**src/rtl/class_hvec_pkg.sv**
```systemverilog
// Shared sizing defaults and sequencer state encoding for the
// class hypervector sequencer.
package class_hvec_pkg;

    localparam int NUM_CLASSES = 8;
    localparam int NUM_FRAMES  = 3;
    localparam int FRAME_W     = 64;
    localparam int CLASS_ID_W  = 3;
    localparam int FRAME_IDX_W = 2;

    localparam logic [1:0] ST_IDLE  = 2'd0;
    localparam logic [1:0] ST_RUN   = 2'd1;
    localparam logic [1:0] ST_DRAIN = 2'd2;

    typedef enum logic [1:0] {
        S_IDLE  = ST_IDLE,
        S_RUN   = ST_RUN,
        S_DRAIN = ST_DRAIN
    } seq_state_t;

endpackage

```
**src/rtl/class_vec_seq_ctrl_addr_cnt.sv**
```systemverilog
// class_addr_cnt: nested class/frame address counter with wrap,
// last-flag generation and skipping of masked-off classes.
module class_addr_cnt
    import class_hvec_pkg::*;
#(
    parameter int NUM_CLASSES = class_hvec_pkg::NUM_CLASSES,
    parameter int NUM_FRAMES  = class_hvec_pkg::NUM_FRAMES,
    parameter int CLASS_ID_W  = class_hvec_pkg::CLASS_ID_W,
    parameter int FRAME_IDX_W = class_hvec_pkg::FRAME_IDX_W
) (
    input  logic                   clk,
    input  logic                   rst,
    input  logic                   i_start,
    input  logic                   i_adv,
    input  logic [NUM_CLASSES-1:0] i_mask,
    output logic [CLASS_ID_W-1:0]  o_id,
    output logic [FRAME_IDX_W-1:0] o_idx,
    output logic                   o_last_class,
    output logic                   o_last
);

    logic [NUM_CLASSES-1:0] r_mask;
    logic [CLASS_ID_W-1:0]  r_id;
    logic [FRAME_IDX_W-1:0] r_idx;
    logic [CLASS_ID_W-1:0]  w_first;
    logic [CLASS_ID_W-1:0]  w_last_en;
    logic [CLASS_ID_W-1:0]  w_next;

    function automatic logic [CLASS_ID_W-1:0] first_en(
        input logic [NUM_CLASSES-1:0] m
    );
        first_en = '0;
        for (int i = NUM_CLASSES - 1; i >= 0; i--)
            if (m[i]) first_en = CLASS_ID_W'(i);
    endfunction

    function automatic logic [CLASS_ID_W-1:0] last_en(
        input logic [NUM_CLASSES-1:0] m
    );
        last_en = '0;
        for (int i = 0; i < NUM_CLASSES; i++)
            if (m[i]) last_en = CLASS_ID_W'(i);
    endfunction

    assign w_first   = first_en(r_mask);
    assign w_last_en = last_en(r_mask);

    // Lowest enabled class above the current one; lets a skip take one cycle.
    always_comb begin
        w_next = w_first;
        for (int i = NUM_CLASSES - 1; i >= 0; i--)
            if (r_mask[i] && (i > int'(r_id))) w_next = CLASS_ID_W'(i);
    end

    assign o_id         = r_id;
    assign o_idx        = r_idx;
    assign o_last_class = (r_id == w_last_en);
    assign o_last       = o_last_class &&
                          (r_idx == FRAME_IDX_W'(NUM_FRAMES - 1));

    always_ff @(posedge clk or posedge rst) begin
        if (rst) begin
            r_mask <= '0;
            r_id   <= '0;
            r_idx  <= '0;
        end else if (i_start) begin
            r_mask <= i_mask;
            r_id   <= first_en(i_mask);
            r_idx  <= '0;
        end else if (i_adv) begin
            if (o_last_class) begin
                r_id  <= w_first;
                r_idx <= o_last ? '0 : r_idx + FRAME_IDX_W'(1);
            end else begin
                r_id  <= w_next;
            end
        end
    end

endmodule

```
**src/rtl/class_vec_seq_ctrl.sv**
```systemverilog
// Sweeps the class hypervector generator frame-major and streams each frame
// over valid/ready. Optional class skipping under CLASS_VEC_MASK_EN.
module class_vec_seq_ctrl
    import class_hvec_pkg::*;
#(
    parameter int NUM_CLASSES = class_hvec_pkg::NUM_CLASSES,
    parameter int NUM_FRAMES  = class_hvec_pkg::NUM_FRAMES,
    parameter int FRAME_W     = class_hvec_pkg::FRAME_W,
    parameter int CLASS_ID_W  = class_hvec_pkg::CLASS_ID_W,
    parameter int FRAME_IDX_W = class_hvec_pkg::FRAME_IDX_W
) (
    input  logic                   clk,
    input  logic                   rst,
    input  logic                   start,
    input  logic                   abort,
    output logic                   busy,
    output logic                   done,
    output logic [CLASS_ID_W-1:0]  gen_frame_id,
    output logic [FRAME_IDX_W-1:0] gen_frame_index,
    input  logic [FRAME_W-1:0]     gen_vec_in,
`ifdef CLASS_VEC_MASK_EN
    input  logic [NUM_CLASSES-1:0] class_mask,
`endif
    output logic [FRAME_W-1:0]     out_vec,
    output logic [CLASS_ID_W-1:0]  out_class_id,
    output logic [FRAME_IDX_W-1:0] out_frame_index,
    output logic                   out_last_class,
    output logic                   out_last,
    output logic                   out_valid,
    input  logic                   out_ready
);

    seq_state_t             r_state;
    logic                   r_busy;
    logic                   r_done;
    logic                   r_valid;
    logic                   r_last;
    logic                   r_last_class;
    logic [FRAME_W-1:0]     r_vec;
    logic [CLASS_ID_W-1:0]  r_cls;
    logic [FRAME_IDX_W-1:0] r_idx;

    logic [NUM_CLASSES-1:0] w_mask;
    logic                   w_any;
    logic                   w_start;
    logic                   w_load;
    logic                   w_adv;
    logic                   w_last_class;
    logic                   w_last;

`ifdef CLASS_VEC_MASK_EN
    assign w_mask = class_mask;
`else
    assign w_mask = '1;
`endif

    assign w_any   = |w_mask;
    assign w_start = (r_state == S_IDLE) && start && !abort;
    assign w_load  = (r_state == S_RUN) && (!r_valid || out_ready);
    assign w_adv   = w_load && !abort;

    class_addr_cnt #(
        .NUM_CLASSES (NUM_CLASSES),
        .NUM_FRAMES  (NUM_FRAMES),
        .CLASS_ID_W  (CLASS_ID_W),
        .FRAME_IDX_W (FRAME_IDX_W)
    ) u_addr_cnt (
        .clk          (clk),
        .rst          (rst),
        .i_start      (w_start),
        .i_adv        (w_adv),
        .i_mask       (w_mask),
        .o_id         (gen_frame_id),
        .o_idx        (gen_frame_index),
        .o_last_class (w_last_class),
        .o_last       (w_last)
    );

    always_ff @(posedge clk or posedge rst) begin
        if (rst) begin
            r_state      <= S_IDLE;
            r_busy       <= 1'b0;
            r_done       <= 1'b0;
            r_valid      <= 1'b0;
            r_last       <= 1'b0;
            r_last_class <= 1'b0;
            r_vec        <= '0;
            r_cls        <= '0;
            r_idx        <= '0;
        end else begin
            r_done <= 1'b0;
            if (abort) begin
                r_state      <= S_IDLE;
                r_busy       <= 1'b0;
                r_valid      <= 1'b0;
                r_last       <= 1'b0;
                r_last_class <= 1'b0;
            end else begin
                unique case (r_state)
                    S_IDLE: begin
                        // An empty mask finishes at once without going busy.
                        if (start) begin
                            if (w_any) begin
                                r_state <= S_RUN;
                                r_busy  <= 1'b1;
                            end else begin
                                r_done  <= 1'b1;
                            end
                        end
                    end
                    S_RUN: begin
                        if (w_load) begin
                            r_vec        <= gen_vec_in;
                            r_cls        <= gen_frame_id;
                            r_idx        <= gen_frame_index;
                            r_last       <= w_last;
                            r_last_class <= w_last_class;
                            r_valid      <= 1'b1;
                            if (w_last) r_state <= S_DRAIN;
                        end
                    end
                    S_DRAIN: begin
                        if (r_valid && out_ready) begin
                            r_valid      <= 1'b0;
                            r_last       <= 1'b0;
                            r_last_class <= 1'b0;
                            r_busy       <= 1'b0;
                            r_done       <= 1'b1;
                            r_state      <= S_IDLE;
                        end
                    end
                    default: r_state <= S_IDLE;
                endcase
            end
        end
    end

    assign busy            = r_busy;
    assign done            = r_done;
    assign out_vec         = r_vec;
    assign out_class_id    = r_cls;
    assign out_frame_index = r_idx;
    assign out_last_class  = r_last_class;
    assign out_last        = r_last;
    assign out_valid       = r_valid;

endmodule

```
**config.mk**
```make
export PLATFORM = sky130hd
export DESIGN_NAME = class_vec_seq_ctrl
export DESIGN_NICKNAME = d
export VERILOG_FILES = /design/src/rtl/class_hvec_pkg.sv /design/src/rtl/class_vec_seq_ctrl_addr_cnt.sv /design/src/rtl/class_vec_seq_ctrl.sv
export SDC_FILE = /design/constraint.sdc
export NUM_CORES = 1
export LEC_CHECK = 0
export ABC_AREA = 1
export CAP_MARGIN = 20
export CORE_MARGIN = 4
export CORE_UTILIZATION = 37
export CTS_CLUSTER_SIZE = 10
export DETAILED_ROUTE_END_ITERATION = 10
export GPL_ROUTABILITY_DRIVEN = 0
export PLACE_DENSITY = 0.84
export SLEW_MARGIN = 15
export SYNTH_ARGS = -nofsm -noshare
export SYNTH_HDL_FRONTEND = slang
export SYNTH_SLANG_ARGS = --single-unit
```
**constraint.sdc**
```tcl
create_clock -name clk -period 2.86 [get_ports clk]
set_input_delay 0.715 -clock clk [delete_from_list [all_inputs] [get_ports clk]]
set_output_delay 0.715 -clock clk [all_outputs]
set_load 0.05 [all_outputs]
```
# After elaboration in Yosys (flattened, before gate mapping)
# Cells that the tools add are included.
# Widths: inputs -> output; s select.
[word_totals]
ff_bits = 82
wordCells = 106
[op_classes]
addsub = 1
order_cmp = 7
eq_ne = 8
muxes = 51
bitwise = 1
n_reduce_logical = 26
[op_table]
columns = ["op", "count"]
rows = [
  ["$mux 3", 22],
  ["$mux 2", 11],
  ["$logic_and 1x1->1", 13],
  ["$mux 1", 13],
  ["$gt 3x3->1 const A", 4],
  ["$ne 3x3->1 const B", 3],
  ["$reduce_and 3->1", 3],
  ["$pmux 1 s2", 4],
  ["$gt 2x3->1 const A", 2],
  ["$pmux 2 s3", 1],
  ["$reduce_bool 3->1", 2],
  ["$eq 2x2->1 const B", 2],
  ["$reduce_and 4->1", 1],
  ["$reduce_bool 2->1", 2],
  ["$eq 3x3->1", 1],
  ["$gt 1x3->1 const A", 1],
  ["$ne 3x2->1 const B", 1],
  ["$add 2x1->2 const B", 1],
  ["$eq 2x1->1 const B", 1],
  ["$logic_not 1->1", 2],
  ["$logic_not 2->1", 1],
  ["$reduce_and 2->1", 1],
  ["$logic_or 1x1->1", 1],
  ["$not 1->1", 1],
]

# Longest topological paths before layout
[depth]
depth_word = 18
ltp_mapped = 8

# Modules after synthesis
# From an unflattened synthesis, not the netlist that was laid out.
[unflattened]
cells_unflattened = 481
area_unflattened_um2 = 3883.7
[by_module_without_submodules]
columns = ["module", "instances", "cells_each", "area_per_inst_um2", "seq_area_each_um2"]
rows = [
  ["class_vec_seq_ctrl", 1, 338, 2931.6, 1901.8],
  ["class_addr_cnt", 1, 143, 952.2, 325.3],
]

# Worst setup path before layout
# OpenSTA, ideal clock, no wires.
[synth_path]
path_kind = "reg2reg"
from = "reg r_valid, in the netlist out_valid"
to = "reg r_cls[0], in the netlist out_class_id[0]"
arrival_ps = 1445
path_slack_ps = 1347
path_stages_with_launch = 9
n_path_buf = 2
synth_period_minus_slack_ps = 1513
cell_sequence = "dfrtp_1 -> inv_1 -> nor2_2 -> inv_1 -> nand2_2 -> buf_6 -> buf_4 -> nand2_1 -> nand2_1"
[synth_via]
elab_chain_len = 4
[synth_lines]
columns = ["element", "line_no", "source"]
rows = [
  ["start: declaration", "class_vec_seq_ctrl.sv:36", "logic r_valid;"],
  ["start signal: assignment", "class_vec_seq_ctrl.sv:84", "r_valid <= 1'b0;"],
  ["start signal: assignment", "class_vec_seq_ctrl.sv:95", "r_valid <= 1'b0;"],
  ["start signal: assignment", "class_vec_seq_ctrl.sv:118", "r_valid <= 1'b1;"],
  ["$logic_not 1->1", "class_vec_seq_ctrl.sv:59", "assign w_load = (r_state == S_RUN) && (!r_valid || out_ready);"],
  ["$logic_or 1x1->1", "class_vec_seq_ctrl.sv:59", ""],
  ["$logic_and 1x1->1", "class_vec_seq_ctrl.sv:59", ""],
  ["$reduce_and 3->1 (no source line)", "n/a", ""],
  ["end signal: assignment", "class_vec_seq_ctrl.sv:114", "r_cls <= gen_frame_id;"],
  ["end: declaration", "class_vec_seq_ctrl.sv:40", "logic [CLASS_ID_W-1:0] r_cls;"],
]
# Every way passes these cells.
# A chain may end at the register's enable or synchronous reset.

# Worst setup path in the final report
[layout_path]
from = "reg u_addr_cnt.r_id[0], in the netlist u_addr_cnt.o_id[0]"
to = "out gen_frame_id[0]"
[layout_lines]
columns = ["element", "line_no", "source"]
rows = [
  ["start: declaration", "class_vec_seq_ctrl_addr_cnt.sv:23", "logic [CLASS_ID_W-1:0] r_id;"],
  ["start signal: assignment", "class_vec_seq_ctrl_addr_cnt.sv:68", "r_id <= first_en(i_mask);"],
  ["start signal: assignment", "class_vec_seq_ctrl_addr_cnt.sv:72", "r_id <= w_first;"],
  ["start signal: assignment", "class_vec_seq_ctrl_addr_cnt.sv:75", "r_id <= w_next;"],
  ["end: declaration", "class_vec_seq_ctrl.sv:18", "output logic [CLASS_ID_W-1:0] gen_frame_id,"],
]
# No word-level cell between the ends.

==> flow_summary.yaml <==
synth:
  synth.most_common_cell: "nand2_1"
  synthXorXnorAreaFrac: 0.00536
  synthSimpleGateAreaFrac: 0.306
  synth.largest_area_cell: "dfrtp_1"
  synth-seq-cells: 82
  async_flop_share: 1.00
  synth_nets: 445
  synth_edf_count: 0
  synth_common_cells: "nand2_1 (226), dfrtp_1 (82), nor2_1 (11)"
  synth_cells: 376
  synth_top_area_frac: 0.628
  synth.top_cells.by_area: "dfrtp_1 (63%), nand2_1 (26%), buf_2 (1.4%)"
  syn_area_um2: 3270
  synth_flop_cell: "dfrtp_1"
  yosysWarnings: 0
  synth_cell_types: 20
  synth_mux_area_frac: 0
  syn-mean-instance-area_um2: 8.69
  synthAdderAreaFrac: 0
  ys_seq_area_frac: 0.628
  synth_top_family_by_area: "simple AND/OR/NAND/NOR gates"
  synth_compound_area_frac: 0.0188
setup_path:
  end_kind: "output port"
  crit_path_end: "gen_frame_id[0]"
  worstSetupStartpoint: "u_addr_cnt.o_id[0]"
  path_depth: 1
  start_kind: "flip-flop"
  r2r-start: "r_state[1]"
  worstSetupPathType: "flip-flop to output port"
  path_buf_inv: 1
  crit_required_ns: 2.14
  critPathMaxStageDelay_ns: 0.85
  path_max_fanout: 7
  worstPathCellList: "clkdlybuf4s50_1"
  crit-reg2reg-capture: "out_vec[14]"
  arrival_ns: 1.65
  reg2reg_slack_ns: 1.35
  cp_top_family: "buffers and inverters"
  rr_worst_depth: 7
  cpMaxStageDelayCell: "clkdlybuf4s50_1"
route:
  dr.pass1.iters: 4
  vias: 2942
  drtIter0Drc: 130
  wl_um: 8760
  via_per_inst: 4.62
  wl_per_cell_um: 13.8
  route.detailed.drc: 0
  ant_nets: 0
power:
  intPower_mw: 3.28
  total_power_mw: 6.44
  p_per_area_nw_per_um2: 1270
  p_sw_mw: 3.15
  swShare: 0.490
  p_leak_nw: 2.50
  seqPwrFrac: 0.305
  p_comb_frac: 0.551
  ir_drop_uv: 874
  p_clk_frac: 0.145
grt:
  grt_most_used_layer: "met2"
  use_met3: 0.0478
  grt_remaining_overflow: 0
  grt_pass1_wl_um: 13800
  globalRouteMet1Util: 0.216
  gr-usage-all-layers: 0.168
  antenna_found_initial: 0
  grt_pass1_vias: 2874
  grt_max_degree: 77
  met2_usage: 0.280
finish:
  area.growth.synth_to_final_pct: 55.1
  drive_gt1_frac: 0.0567
  antenna_cells: 0
  final_area_um2: 5070
  fillerInstances: 750
  layout.nets: 593
  regArea_um2: 2050
  multi_input_area_um2: 1080
clock_tree:
  clk_path_buf_depth: 2
  clock_sinks: 82
  clk_pin_slew_worst_paths_ns: 0.09
  cts_inserted_buffers: 9
  htreeDepth: 3
  cts_tree: "done"
  cts_hold_buf: 0
  cts_setup_buffers: 0
  worstSkewPairLatency_ns: 0.34
  clock_tree.root_cell: "clkbuf_8"
  post_cts_resized: 0
placement:
  portBuffers: 147
  dp_hpwl_um: 6450
  pre_cts_slack_ns: 0.449
  place_area_um2: 4840
job:
  cap_violations: 0
timing:
  maxSlewHeadroom: 0.549
  max_slew.worst_pin.slew_ns: 0.675
  fin_setup_tns_ns: 0
  slew_viol_final: 0
  hold_violations: 0
  rsz0062_at_grt: "no"
  fmax_mhz: 422
  min_period_ns: 2.37
  fin_crit_sh: 0.828
  skew_ns: 0.0106
  final.setup.worst_slack_ns: 0.491
  setup_viol: 0
worst_hold_path:
  hold_path.class: "flip-flop to flip-flop"
floorplan:
  boundaryPins: 148
  start_util: 0.378
  die_w_um: 102
  core_area_um2: 8640
  die-area_um2: 10400
  rows: 34
  die_height_um: 102
outcome:
  status: "finished, final reports clean"
-- power by group through the flow --
stage / clock network [mW] / registers [mW] / logic, mW
2_1_floorplan: 0 / 3.69 / 0.556
3_3_place_gp: 0 / 1.95 / 3.52
3_5_place_dp: 0 / 1.98 / 3.58
4_1_cts: 0.959 / 1.97 / 3.58
5_1_grt: 1.01 / 2.02 / 3.74
6_report: 0.932 / 1.96 / 3.55
-- metrics by stage --
step	std cells	util	hold slack, ns
final	637	0.587	0.475
after global routing	637	0.587	0.500
after CTS	637	0.587	0.479
after detailed placement	621	0.561	0.457
after global placement	621	0.561	0.453
after floorplan	376	-	0.495
-- flip-flops by register name, summed over array words and instances (netlist names) --
signal             cells
out_valid              1
out_last               1
u_addr_cnt.o_id        3
busy                   1
out_last_class         1
out_vec               64
done                   1
out_frame_index        2
u_addr_cnt.o_idx       2
u_addr_cnt.r_mask      1
r_state                2
out_class_id           3
-- worst register-to-register path, delay by kind of cell, from the launching register on --
kind / cells / cell delay [ns]
buf+inv: 3 / 0.67
flops: 1 / 0.39
simple gates: 4 / 0.40
-- how the worst min path moves through the flow --
stage / start / end / cells past startpoint
2_1_floorplan: u_addr_cnt.r_mask[0] / u_addr_cnt.r_mask[0] / 2
3_3_place_gp: out_vec[58] / out_vec[58] / 2
3_5_place_dp: out_vec[19] / out_vec[19] / 2
4_1_cts: out_vec[5] / out_vec[5] / 2
5_1_grt: out_vec[19] / out_vec[19] / 2
6_report: out_vec[5] / out_vec[5] / 2
-- cell families after synthesis --
group / after synthesis
flops: 82
buf+inv: 26
compound gates: 12
simple gates: 254
xor+xnor: 2
-- metal layers --
metal	vias to the layer above	part of all wire
li1	1438	-
met1	1378	0.42
met5	-	0
met2	116	0.48
met4	0	0.0099
met3	10	0.095
-- final cells by class --
class                           count  area share
Sequential cell                    82       0.405
Tap cell                          108      0.0267
Timing Repair Buffer              152       0.303
Clock buffer                        9      0.0245
Multi-Input combinational cell    268       0.213
Clock inverter                      7      0.0195
Inverter                           11     0.00840
-- layout by cell type, fill, tap and decap left out, drive strengths merged --
master / count
clkdlybuf4s50: 147
clkinvlp: 1
bufinv: 2
nor4: 1
inv: 13
xor2: 1
xnor2: 1
nor2: 14
nand3: 8
o21ai: 7
a21oi: 4
o22ai: 1
nand4: 2
buf: 5
dfrtp: 82
clkinv: 2
clkbuf: 9
nand2: 229
Note: power is estimated with default switching activity, not from simulation.
